`src/rtl/guess_entry.sv`:
```
// Bulls-and-Cows guess entry: conditions the enter button, collects four distinct
// decimal digits, offers them over valid/ready and drives the digit previews.
module guess_entry #(
    parameter int DEBOUNCE_CYCLES = 1_000_000
) (
    input  logic        i_clock,
    input  logic        i_reset,
    input  logic [3:0]  i_code,
    input  logic        i_enter_button,
    input  logic        i_clear,
    input  logic        i_guess_ready,
    output logic        o_guess_valid,
    output logic [15:0] o_guess,
    output logic [2:0]  o_entry_count,
    output logic        o_reject,
    output logic [5:0]  o_p1,
    output logic [5:0]  o_p2,
    output logic [5:0]  o_p3,
    output logic [5:0]  o_p4
);
    localparam int CW = $clog2(DEBOUNCE_CYCLES + 1);

    typedef enum logic {S_COLLECT, S_OFFER} state_t;

    logic          r_btn_s1, r_btn_s2;
    logic [3:0]    r_code_s1, r_code_s2;
    logic          r_db, r_db_prev;
    logic [CW-1:0] r_db_cnt;
    logic          w_press;

    state_t          r_state, w_state_nxt;
    logic [3:0][3:0] r_dig, w_dig_nxt;
    logic [2:0]      r_count, w_count_nxt;
    logic            r_reject, w_reject_nxt;
    logic            w_dup;
    logic [3:0][5:0] w_prev;

    always_ff @(posedge i_clock) begin
        if (i_reset) begin
            r_btn_s1  <= 1'b0;
            r_btn_s2  <= 1'b0;
            r_code_s1 <= '0;
            r_code_s2 <= '0;
            r_db      <= 1'b0;
            r_db_prev <= 1'b0;
            r_db_cnt  <= '0;
        end else begin
            r_btn_s1  <= i_enter_button;
            r_btn_s2  <= r_btn_s1;
            r_code_s1 <= i_code;
            r_code_s2 <= r_code_s1;
            r_db_prev <= r_db;
            // Counter measures how long the synchronised level has disagreed.
            if (r_btn_s2 == r_db) begin
                r_db_cnt <= '0;
            end else if (r_db_cnt == CW'(DEBOUNCE_CYCLES - 1)) begin
                r_db     <= r_btn_s2;
                r_db_cnt <= '0;
            end else begin
                r_db_cnt <= r_db_cnt + CW'(1);
            end
        end
    end

    assign w_press = r_db & ~r_db_prev;

    always_comb begin
        w_dup = 1'b0;
        for (int i = 0; i < 4; i++)
            if (3'(i) < r_count && r_dig[i] == r_code_s2) w_dup = 1'b1;
    end

    always_comb begin
        w_state_nxt  = r_state;
        w_dig_nxt    = r_dig;
        w_count_nxt  = r_count;
        w_reject_nxt = 1'b0;
        if (i_clear) begin
            w_state_nxt = S_COLLECT;
            w_dig_nxt   = '0;
            w_count_nxt = '0;
        end else begin
            case (r_state)
                S_COLLECT: begin
                    if (w_press) begin
                        if (r_code_s2 > 4'd9 || w_dup) begin
                            w_reject_nxt = 1'b1;
                        end else begin
                            w_dig_nxt[r_count[1:0]] = r_code_s2;
                            w_count_nxt = r_count + 3'd1;
                            if (r_count == 3'd3) w_state_nxt = S_OFFER;
                        end
                    end
                end
                S_OFFER: begin
                    if (i_guess_ready) begin
                        w_state_nxt = S_COLLECT;
                        w_dig_nxt   = '0;
                        w_count_nxt = '0;
                    end
                end
                default: w_state_nxt = S_COLLECT;
            endcase
        end
    end

    always_ff @(posedge i_clock) begin
        if (i_reset) begin
            r_state  <= S_COLLECT;
            r_dig    <= '0;
            r_count  <= '0;
            r_reject <= 1'b0;
        end else begin
            r_state  <= w_state_nxt;
            r_dig    <= w_dig_nxt;
            r_count  <= w_count_nxt;
            r_reject <= w_reject_nxt;
        end
    end

    // Stored slots lit, cursor shows only its dp, slots past the cursor dark.
    always_comb begin
        w_prev = '0;
        for (int i = 0; i < 4; i++) begin
            if (r_state == S_OFFER || 3'(i) < r_count)
                w_prev[i] = {1'b1, r_dig[i], 1'b0};
            else if (3'(i) == r_count)
                w_prev[i] = 6'h01;
        end
    end

    assign o_guess_valid = (r_state == S_OFFER);
    assign o_guess       = {r_dig[0], r_dig[1], r_dig[2], r_dig[3]};
    assign o_entry_count = r_count;
    assign o_reject      = r_reject;
    assign o_p1          = w_prev[0];
    assign o_p2          = w_prev[1];
    assign o_p3          = w_prev[2];
    assign o_p4          = w_prev[3];
endmodule

```
`config.mk`:
```
export PLATFORM = sky130hd
export DESIGN_NAME = guess_entry
export DESIGN_NICKNAME = d
export VERILOG_FILES = /design/src/rtl/guess_entry.sv
export SDC_FILE = /design/constraint.sdc
export NUM_CORES = 1
export LEC_CHECK = 0
export CAP_MARGIN = 20
export CELL_PAD_IN_SITES_DETAIL_PLACEMENT = 0
export CELL_PAD_IN_SITES_GLOBAL_PLACEMENT = 1
export CORE_ASPECT_RATIO = 0.9
export CORE_MARGIN = 2
export CORE_UTILIZATION = 41
export DETAILED_ROUTE_END_ITERATION = 7
export PLACE_DENSITY = 0.95
export SLEW_MARGIN = 20
export SYNTH_ARGS = -nofsm -noshare
export SYNTH_HDL_FRONTEND = slang
export SYNTH_SLANG_ARGS = --single-unit
```
`constraint.sdc`:
```
create_clock -name i_clock -period 3.85 [get_ports i_clock]
set_input_delay 0.5775 -clock i_clock [delete_from_list [all_inputs] [get_ports i_clock]]
set_output_delay 0.5775 -clock i_clock [all_outputs]
set_load 0.02 [all_outputs]
```
; ---- Yosys cells after proc, flatten, opt, wreduce, memory -nomap -nowiden
; Index checks and enable logic that the tools add are counted.
[word_totals]
reg_bits = 53
in_bits = 9
out_inout_bits = 45
word_cells = 86
[classes]
add_sub_neg = 2
magnitude_cmp = 7
n_eq_ne = 13
muxes = 29
bitwise = 5
n_reduce_logical = 16
[op_table]
columns = op, n
row1 = two-way mux 16 bit, 3
row2 = one-hot mux 16 bit (2 select lines), 1
row3 = two-way mux 6 bit, 4
row4 = "adder 20 x 1 -> 20 bit, second input constant", 1
row5 = "== test 20 bit, second input constant", 1
row6 = bitwise mux 16 bit, 1
row7 = == test 4 bit, 4
row8 = two-way mux 1 bit, 13
row9 = two-way mux 3 bit, 3
row10 = demux 4 bit (select 2 bit), 1
row11 = "== test 2 x 3 -> 1 bit, first input constant", 2
row12 = "< comparator 1 x 3 -> 1 bit, first input constant", 2
row13 = "< comparator 2 x 3 -> 1 bit, first input constant", 2
row14 = "inequality test 2 bit, second input constant", 3
row15 = one-hot mux 3 bit (2 select lines), 1
row16 = logical AND 1 bit, 5
row17 = logical OR 1 bit, 5
row18 = "> comparator 4 bit, second input constant", 1
row19 = two-way mux 4 bit, 1
row20 = inverter 1 bit, 4
row21 = OR reduction 4 bit, 1
row22 = "adder 3 x 1 -> 3 bit, second input constant", 1
row23 = "== test 1 x 3 -> 1 bit, first input constant", 1
row24 = "== test 3 x 2 -> 1 bit, second input constant", 1
row25 = 10 further kinds, 10

; ---- Depth between registers and ports, before layout
; Gate-level depths: netlist of the first run.
[depth]
ltp_word = 10
depth_mapped = 7
ltp_nobuf = 6

; ---- Worst setup path after synthesis of the first run
; No wires, ideal clock.
[synth_path]
path_type = flip-flop to output port
from = register r_count[1] (netlist: o_entry_count[1])
to = output o_p1[1]
arrival_ps = 1430
required_time_ps = 3273
path_slack_ps = 1842
path_stages_with_launch = 5
n_path_buf = 0
path_cell_list = dfxtp_1 inv_1 nand2_1 nor2_1 nor2b_1
[synth_between]
elab_chain_len = 3
[synth_rtl]
columns = element, line_no
row1 = "start, declared", 33  ; logic [2:0] r_count, w_count_nxt;
row2 = "start signal, assigned", 116  ; r_count <= w_count_nxt;
row3 = < comparator 1 x 3 -> 1 bit, 125  ; if (r_state == S_OFFER || 3'(i) < r_count)
row4 = logical OR 1 bit, 125
row5 = two-way mux 6 bit, 125
row6 = "end, declared", 16  ; output logic [5:0] o_p1,
; No other way between the ends.

; ---- Final worst setup path of the first run
[layout_path]
from = register r_count[2] (netlist: o_entry_count[2])
to = output o_p3[0]
[layout_between]
elab_chain_len = 3
elab_cells_between_ends = 5
cone_classes = 1 x order compare / 1 x eq/ne / 2 x mux / 1 x reduce/logical
[layout_rtl]
columns = element, line_no
row1 = < comparator 2 x 3 -> 1 bit or == test 2 x 3 -> 1 bit (tied branches), "125, 127"
row2 = logical OR 1 bit or two-way mux 1 bit (tied branches), "125, 127"
row3 = two-way mux 6 bit (*), 125
row4 = "end, declared", 18  ; output logic [5:0] o_p3,
; Every way passes the cells marked *; elsewhere a longest branch is shown, timed or not.

==> results.sh, run 1 <==
export IMPL_portBuffers=53
export IMPL_cts_buffers=5
export IMPL_clockBufferDepth=2
export IMPL_htreeDepth=2
export IMPL_rows=27
export IMPL_path_max_fanout=8
export IMPL_finalHoldViolations=0
export IMPL_wl_met3_um=392
export IMPL_vias=2021
export IMPL_grt_pass1_vias=2043
export IMPL_syn_inst=274
export IMPL_drv_slew=0
export IMPL_drt_wl_total_um=5553
export IMPL_critical_path_class="reg -> out"
export IMPL_antenna_left=0
export IMPL_synth_top_area_share_pct=41.51
export IMPL_synth_avg_cell_area_um2=9.329
export IMPL_layout_nets=341
export IMPL_drc_errors=0
export IMPL_maxSlewHeadroom_pct=52.05
export IMPL_antenna_found_initial=0
export IMPL_ir_drop_mv=0.3093
export IMPL_placed_cells=392
export IMPL_layout_drive_gt1_share_pct=7.012
export IMPL_setup_viol=0
export IMPL_power_density_nw_per_um2=283.4
export IMPL_synth_top_area_cell="dfxtp_1"
export IMPL_track_usage_pct=17.59
export IMPL_wl_per_cell_um=13.88
export IMPL_ys_types=38
export IMPL_coreArea_um2=6081
export IMPL_syn_nets=288
export IMPL_first_iter_violations=111
export IMPL_hpwl_um=4198
export IMPL_fmax_mhz=360.0
export IMPL_clkSinkCount=53
export IMPL_wl_met2_um=2704
export IMPL_period_needed_ns=2.778
export IMPL_syn2layout_area_growth_pct=26.38
export IMPL_start_util_pct=42.04
export IMPL_synth_flop_cell="dfxtp_1"
export IMPL_via_per_inst=5.053
export IMPL_status="finished, final reports clean"
export IMPL_synth_edf_count=0
export IMPL_cp_end_kind="primary output"
export IMPL_finalPower_uw=915.6
export IMPL_cts_hold_buf=0
export IMPL_worst_clock_skew_ns=0.008525
export IMPL_syn_area_um2=2556
export IMPL_async_flop_share_pct=0
export IMPL_synthTopCellsByCount="dfxtp_1, nand2_1, nor2_1"
export IMPL_crit_arrival_ns=2.20
export IMPL_maxCapViolCount=0
export IMPL_highest_layer="met4"
export IMPL_rsz0062_at_grt="false"
export IMPL_hold_class="reg -> reg"
export IMPL_place_congestion=0.8626
export IMPL_grt_start_max_net_pins=21
export IMPL_tightest_slew_ns=0.7177
export IMPL_ys_top_cells_by_area="dfxtp_1, mux2i_1, xor2_1"
export IMPL_die_w_um=87.23
export IMPL_cts_tree="yes"
export IMPL_cp_start_kind="flip-flop"
export IMPL_synthMostInstantiatedCell="dfxtp_1"
export IMPL_grt_pass1_wl_um=9653
export IMPL_root_buffer="clkbuf_8"
export IMPL_post_cts_buffers=0
export IMPL_fin_tns_setup_ns=0
export IMPL_required_ns=3.27
export IMPL_io_pins=54
export IMPL_grt_overflow_total=0
export IMPL_wl_met1_um=2430
export IMPL_cts_resized=0
export IMPL_first_pass_iters=4
export IMPL_synth_seq_area_share_pct=41.51
export IMPL_clock_latency_ns=0.31
export IMPL_die_h_um=78.91
export IMPL_diodes=0
export IMPL_period_share_pct=72.15
export IMPL_yosys_warnings=0
export IMPL_cellLeakagePower_uw=0.001113
export IMPL_synth_seq_cells=53
export IMPL_final_instance_count_excl_fill=400
export IMPL_die_area_um2=6883
export IMPL_clk_pin_slew_ns=0.10
sequential cells by signal, summed over array words and instances, names as in the netlist:
name	cells
r_db_prev	1
r_db	1
r_btn_s2	1
o_guess	16
o_reject	1
o_entry_count	3
r_code_s2	4
r_btn_s1	1
o_guess_valid	1
r_code_s1	4
r_db_cnt	20
power by group:
group	switching, uW	internal, uW
logic	15.9	16.5
registers	6.03	553
clock network	178	146
layout make-up:
type	instances	area [um^2]
clock buffers	6	82.58
fillers	569	2850
flip-flops and latches	53	1061
repair buffers	54	538.0
clock inverters	2	13.76
inverters	6	22.52
well taps	72	90.09
multi-input cells	207	1423
placed cells by master (no fill, tap or decap), types with 6 or more instances in the layout:
cell | synthesis | final
clkdlybuf4s50_1 | 0 | 53
dfxtp_1 | 53 | 53
nand2_1 | 40 | 40
nor2_1 | 29 | 29
mux2i_1 | 20 | 20
nor2b_1 | 19 | 19
xor2_1 | 19 | 19
nand3_1 | 13 | 13
xnor2_1 | 12 | 12
and2_1 | 9 | 9
nor3_1 | 7 | 7
inv_1 | 6 | 6
clkbuf_8 | 0 | 6
layer usage:
| metal | track usage (%) | vias up |
|---|---|---|
| li1 | - | 1010 |
| met1 | 21.30 | 949 |
| met2 | 31.76 | 60 |
| met3 | 3.638 | 2 |
| met4 | 4.154 | 0 |
| met5 | 0 | - |
critical path: stages (launching register included):
cell             delay (ns)
dfxtp_1                0.40
nor2_1                 0.22
inv_1                  0.16
a21oi_1                0.34
and2_1                 0.18
clkdlybuf4s50_1        0.59
worst paths after layout:
kind	slack, ns	endpoint	start	cells past startpoint
max	1.07	o_p3[0]	o_entry_count[2]	5
min	0.45	r_code_s2[0]	r_code_s1[0]	1
max reg2reg	1.94	o_guess[2]	o_entry_count[0]	6
min reg2reg	0.45	r_code_s2[0]	r_code_s1[0]	1
kinds of logic (layout without fill, tap and decap cells):
kind of cell	Yosys count	count (layout)	synth area share [%]
and+or+nand+nor	139	139	29.17
xor gates and xnor gates	34	34	12.53
DFF	53	53	41.51
AOI/OAI and AO/OA	9	9	3.671
muxes	20	20	7.832
buffers and inverters	14	68	2.839
adders and majority gates	5	5	2.447
through the flow:
stage                     worst slack [ns]  hold WS, ns  util [%]  instance area, um^2
final                                1.072       0.4515     53.13                 3231
after global routing                0.8916       0.4603     53.13                 3231
after CTS                            1.080       0.4546     53.13                 3231
after detailed placement             1.424       0.4337     51.54                 3134
after global placement               1.471       0.4173     51.54                 3134
after floorplan                      1.842       0.4138         -                 2556
Power figures use the tool's default switching activity.
==> run 2: changes to the inputs <==
--- a/config.mk
+++ b/config.mk
@@ -10,9 +10,9 @@
 export CELL_PAD_IN_SITES_GLOBAL_PLACEMENT = 1
 export CORE_ASPECT_RATIO = 0.9
 export CORE_MARGIN = 2
-export CORE_UTILIZATION = 41
+export CORE_UTILIZATION = 34
 export DETAILED_ROUTE_END_ITERATION = 7
-export PLACE_DENSITY = 0.95
+export PLACE_DENSITY = 0.86
 export SLEW_MARGIN = 20
 export SYNTH_ARGS = -nofsm -noshare
 export SYNTH_HDL_FRONTEND = slang
==> constraint.sdc (replaced) <==
create_clock -name i_clock -period 2.32 [get_ports i_clock]
set_input_delay 0.348 -clock i_clock [delete_from_list [all_inputs] [get_ports i_clock]]
set_output_delay 0.348 -clock i_clock [all_outputs]
set_load 0.02 [all_outputs]
==> run 2 against run 1 <==
Via count decreased by 0.49%. Setup slack worse by 0.96 ns. Final cell count is 6.3% higher. Sequential share of layout area down 0.79 points. Critical endpoint is now o_p1[0].
==> results.sh, run 2 (synthesized netlist as in run 1, its figures left out) <==
export IMPL_cp_start_kind="flip-flop"
export IMPL_p_sw_uw=321.5
export IMPL_place_congestion=0.8506
export IMPL_p_int_uw=1216
export IMPL_setup_viol=0
export IMPL_antenna_left=0
export IMPL_cpPeakStageDelay_ns=0.54
export IMPL_cp_end_kind="primary output"
export IMPL_diodes=0
export IMPL_tightest_slew_ns=0.6866
export IMPL_p_comb_share_pct=3.6
export IMPL_power_frac_clock_pct=36.1
export IMPL_finalHoldViolations=0
export IMPL_maxSlewHeadroom_pct=54.13
export IMPL_io_pins=54
export IMPL_layout_common_cells="clkdlybuf4s50_1, dfxtp_1, nand2_1"
export IMPL_path_max_fanout=9
export IMPL_grt_pass1_vias=1880
export IMPL_setup_ws_ns=0.1132
export IMPL_period_needed_ns=2.207
export IMPL_fmax_mhz=453.2
export IMPL_root_buffer="clkbuf_8"
export IMPL_clk_pin_slew_ns=0.09
export IMPL_die_area_um2=8229
export IMPL_portBuffers=53
export IMPL_hold_class="reg -> reg"
export IMPL_htreeDepth=2
export IMPL_clkSinkCount=53
export IMPL_status="finished, final reports clean"
export IMPL_clockBufferDepth=2
export IMPL_syn2layout_area_growth_pct=30.10
export IMPL_critical_path_class="reg -> out"
export IMPL_hpwl_um=4245
export IMPL_sw_frac_of_total_pct=20.91
export IMPL_via_per_inst=4.732
export IMPL_layout_nets=345
export IMPL_coreArea_um2=7184
export IMPL_cts_hold_buf=0
export IMPL_drv_slew=0
export IMPL_cts_tree="yes"
export IMPL_drt_wl_total_um=5628
export IMPL_crit_family="buffers and inverters"
export IMPL_wl_per_cell_um=13.24
export IMPL_grt_overflow_total=0
export IMPL_maxCapViolCount=0
export IMPL_crit_arrival_ns=1.86
export IMPL_pre_cts_ws_ns=0.1767
export IMPL_clock_latency_ns=0.30
export IMPL_layout_drive_gt1_share_pct=10.54
export IMPL_largest_register="r_db_cnt"
export IMPL_required_ns=1.97
export IMPL_grt_pass1_wl_um=9197
export IMPL_pwr_share_seq_pct=60.2
export IMPL_post_cts_buffers=0
export IMPL_whs_ns=0.4399
export IMPL_rows=29
export IMPL_die_h_um=86.26
export IMPL_cellLeakagePower_uw=0.001177
export IMPL_fin_tns_setup_ns=0
export IMPL_ir_drop_mv=0.3556
export IMPL_grt_start_max_net_pins=21
export IMPL_power_density_nw_per_um2=462.3
export IMPL_period_share_pct=95.12
export IMPL_first_pass_iters=4
export IMPL_vias=2011
export IMPL_crit_path_cell_trace="inv_1, ha_1, and3_1, clkdlybuf4s50_1"
export IMPL_cts_buffers=5
export IMPL_start_util_pct=35.58
export IMPL_antenna_found_initial=0
export IMPL_largest_reg_flops=20
export IMPL_die_w_um=95.40
export IMPL_first_iter_violations=60
export IMPL_track_usage_pct=14.29
export IMPL_cp_num_buf_inv=2
export IMPL_rsz0062_at_grt="false"
export IMPL_drc_errors=0
export IMPL_worst_clock_skew_ns=0.006026
export IMPL_crit_slowest_cell="clkdlybuf4s50_1"
[run 2: power groups by stage]
stage / Combinational, uW / Clock, uW / Sequential, uW
3_5_place_dp: 56.1 / 0 / 948
6_report: 55.8 / 556 / 926
5_1_grt: 61.4 / 621 / 928
3_3_place_gp: 55.4 / 0 / 948
4_1_cts: 56.3 / 577 / 927
2_1_floorplan: 40.3 / 0 / 941
[run 2: worst register-to-register path, delay by kind of cell, from the launching register on]
kind             cells  cell delay, ns
flip-flops           1            0.57
XOR/XNOR             1            0.21
AND/OR/NAND/NOR      4            0.80
multiplexers         1            0.24
[run 2: worst paths after layout]
kind                    startpoint         end  slack (ns)  depth (start not counted)
setup reg to reg      r_code_s2[1]  o_guess[0]        0.43                          6
hold / removal            r_btn_s1    r_btn_s2        0.44                          1
setup / recovery  o_entry_count[0]     o_p1[0]        0.11                          4
hold reg to reg           r_btn_s1    r_btn_s2        0.44                          1
[run 2: layout make-up]
class | instances | area (um^2)
fillers | 701 | 3859
multi-input cells | 207 | 1446
flip-flops and latches | 53 | 1066
repair buffers | 58 | 573.1
well taps | 93 | 116.4
clock buffers | 7 | 96.34
inverters | 6 | 22.52
clock inverters | 1 | 5.005
[run 2: what timing repair did]
item,4_1_cts,5_1_grt
resized for setup,3,9
endpoints found under the setup margin,16,13
cloned,0,0
[run 2: metrics by stage]
step | cell area [um^2] | util [%] | instances | total power [uW]
after floorplan | 2556 | - | 274 | 981.2
final | 3326 | 46.29 | 425 | 1537
after detailed placement | 3191 | 44.41 | 417 | 1004
after global routing | 3326 | 46.29 | 425 | 1610
after global placement | 3191 | 44.41 | 417 | 1004
after CTS | 3298 | 45.91 | 425 | 1560
[run 2: per-layer routing]
metal | part of all wire (%) | track usage (%) | vias up
met5 | 0 | 0 | -
met3 | 6.3 | 4.087 | 2
met1 | 48 | 18.86 | 933
met4 | 0.44 | 3.247 | 0
met2 | 45 | 23.30 | 56
li1 | - | - | 1020
==> run 3: changes to the inputs <==
==> constraint.sdc (replaced) <==
create_clock -name i_clock -period 1.8 [get_ports i_clock]
set_input_delay 0.27 -clock i_clock [delete_from_list [all_inputs] [get_ports i_clock]]
set_output_delay 0.27 -clock i_clock [all_outputs]
set_load 0.02 [all_outputs]
==> run 3 against run 2 <==
Worst hold slack about the same. Flip-flop and latch count unchanged. Clock-buffer cell count decreased by 2. Sequential power increased by 29%. Final cell count increased by 7.8%. Clock skew decreased by 0.0020 ns. Power increased by 26%. Die area unchanged. First-iteration DRC count increased by 50%. Setup slack got worse by 0.072 ns. Critical path type unchanged. Critical endpoint unchanged. Highest routed layer unchanged.
==> results.sh, run 3 (synthesized netlist as in run 1, its figures left out) <==
export IMPL_status="finished, final reports clean"
export IMPL_die_w_um=95.40
export IMPL_largest_reg_flops=20
export IMPL_antenna_left=0
export IMPL_clk_pin_slew_ns=0.10
export IMPL_setup_viol=0
export IMPL_layout_common_cells="dfxtp_1, nand2_1, buf_4"
export IMPL_grt_overflow_total=0
export IMPL_diodes=0
export IMPL_power_density_nw_per_um2=537.1
export IMPL_fin_tns_setup_ns=0
export IMPL_drc_errors=0
export IMPL_htreeDepth=2
export IMPL_cts_tree="yes"
export IMPL_place_congestion=0.8161
export IMPL_reg2reg_depth=7
export IMPL_root_buffer="clkbuf_8"
export IMPL_timing_rr_start="o_entry_count[1]"
export IMPL_fillers=677
export IMPL_path_max_fanout=4
export IMPL_cts_buffers=5
export IMPL_clkSinkCount=53
export IMPL_r2r_setup_slack_ns=0.08
export IMPL_pre_cts_ws_ns=-0.05482
export IMPL_portBuffers=53
export IMPL_maxCapViolCount=0
export IMPL_die_area_um2=8229
export IMPL_cp_end_kind="primary output"
export IMPL_crit_arrival_ns=1.49
export IMPL_coreArea_um2=7184
export IMPL_start_util_pct=35.58
export IMPL_grt_pass1_wl_um=9701
export IMPL_fin_util_pct=50.28
export IMPL_antenna_found_initial=0
export IMPL_min_from="r_code_s1[1]"
export IMPL_first_pass_iters=4
export IMPL_placed_cells=448
export IMPL_drv_slew=0
export IMPL_first_iter_violations=90
export IMPL_grt_pass1_vias=2045
export IMPL_rsz0062_at_grt="true"
export IMPL_setup_ws_ns=0.04150
export IMPL_cp_start_kind="flip-flop"
export IMPL_via_per_inst=4.583
export IMPL_fmax_mhz=568.7
export IMPL_io_pins=54
export IMPL_die_h_um=86.26
export IMPL_critical_path_class="reg -> out"
export IMPL_syn2layout_area_growth_pct=41.31
export IMPL_layout_drive_gt1_share_pct=22.19
export IMPL_hold_class="reg -> reg"
export IMPL_period_needed_ns=1.758
export IMPL_track_usage_pct=14.78
export IMPL_vias=2099
export IMPL_clock_latency_ns=0.30
export IMPL_drt_wl_total_um=5890
export IMPL_maxSlewHeadroom_pct=79.17
export IMPL_clockBufferDepth=2
export IMPL_grt_start_max_net_pins=21
export IMPL_cellLeakagePower_uw=0.001398
export IMPL_required_ns=1.53
export IMPL_wl_per_cell_um=12.86
export IMPL_final_instance_count_excl_fill=458
export IMPL_finalHoldViolations=0
export IMPL_min_to="r_code_s2[1]"
export IMPL_tightest_slew_ns=0.3114
export IMPL_worst_clock_skew_ns=0.004059
export IMPL_whs_path_depth=1
export IMPL_rows=29
export IMPL_largest_register="r_db_cnt"
export IMPL_period_share_pct=97.69
export IMPL_r2r_end="o_guess[12]"
export IMPL_hpwl_um=4558
export IMPL_ir_drop_mv=0.3951
export IMPL_layout_nets=378
export IMPL_cp_startpoint="o_entry_count[1]"
export IMPL_final_common_cell="dfxtp_1"
## run 3: cell count changes in the layout (fill, tap and decap cells not counted), sizes merged
cell | previous run | this run
dlygate4sd2 | 0 | 10
dlygate4sd1 | 0 | 1
clkdlybuf4s50 | 51 | 29
clkdlybuf4s15 | 0 | 6
dlymetal6s2s | 2 | 0
buf | 5 | 38
clkbuf | 7 | 12
clkinv | 1 | 3
## run 3: power breakdown
part           switching (uW)  total (uW)  internal, uW
Combinational            40.1        89.5          49.4
Clock                     385         661           277
Sequential               10.0        1190          1180
Total                     435        1940          1510
## run 3: what timing repair did
action                                 in CTS  in global routing
pin swaps                                   2                  8
setup endpoints to repair                  36                 36
resized for setup                          46                 24
hold buffers                                0                  0
endpoints found under the hold margin       0                  0
setup buffers                               0                  2
## run 3: final cells by class
class | count | area [um^2] | area share [%]
Multi-Input combinational cell | 207 | 1480 | 40.98
Sequential cell | 53 | 1076 | 29.79
Timing Repair Buffer | 91 | 825.8 | 22.86
Tap cell | 93 | 116.4 | 3.221
Clock buffer | 5 | 68.82 | 1.905
Clock inverter | 3 | 22.52 | 0.6235
Inverter | 6 | 22.52 | 0.6235
## run 3: critical path, stage by stage, from the launching register on
cell,delay [ns]
dfxtp_4,0.37
inv_1,0.14
ha_1,0.21
and3_1,0.15
clkdlybuf4s15_1,0.31
## run 3: through the flow
step	cell area (um^2)	power, uW	hold slack, ns
final	3612	1940	0.4395
after global routing	3612	2020	0.4643
after CTS	3561	1973	0.4450
after detailed placement	3461	1308	0.4253
after global placement	3461	1307	0.4177
after floorplan	2556	1265	0.3416
## run 3: metal layers
layer,part of all wire (%),GRT usage [%],vias to the layer above
met4,1.3,3.766,0
li1,-,-,1078
met5,0,0,-
met1,46,19.13,959
met3,5.4,2.522,7
met2,47,25.61,55
## run 3: worst max path at each step
| stage | to | slack [ns] | cells after the start |
|---|---|---|---|
| finish | o_p1[0] | 0.04 | 4 |
| global route | o_p3[0] | -0.04 | 4 |
| floorplan | o_guess_valid | 0.07 | 5 |
| detailed placement | o_p1[2] | -0.05 | 5 |
| CTS | o_p4[1] | 0.004 | 5 |
| global placement | o_p1[0] | -0.02 | 4 |
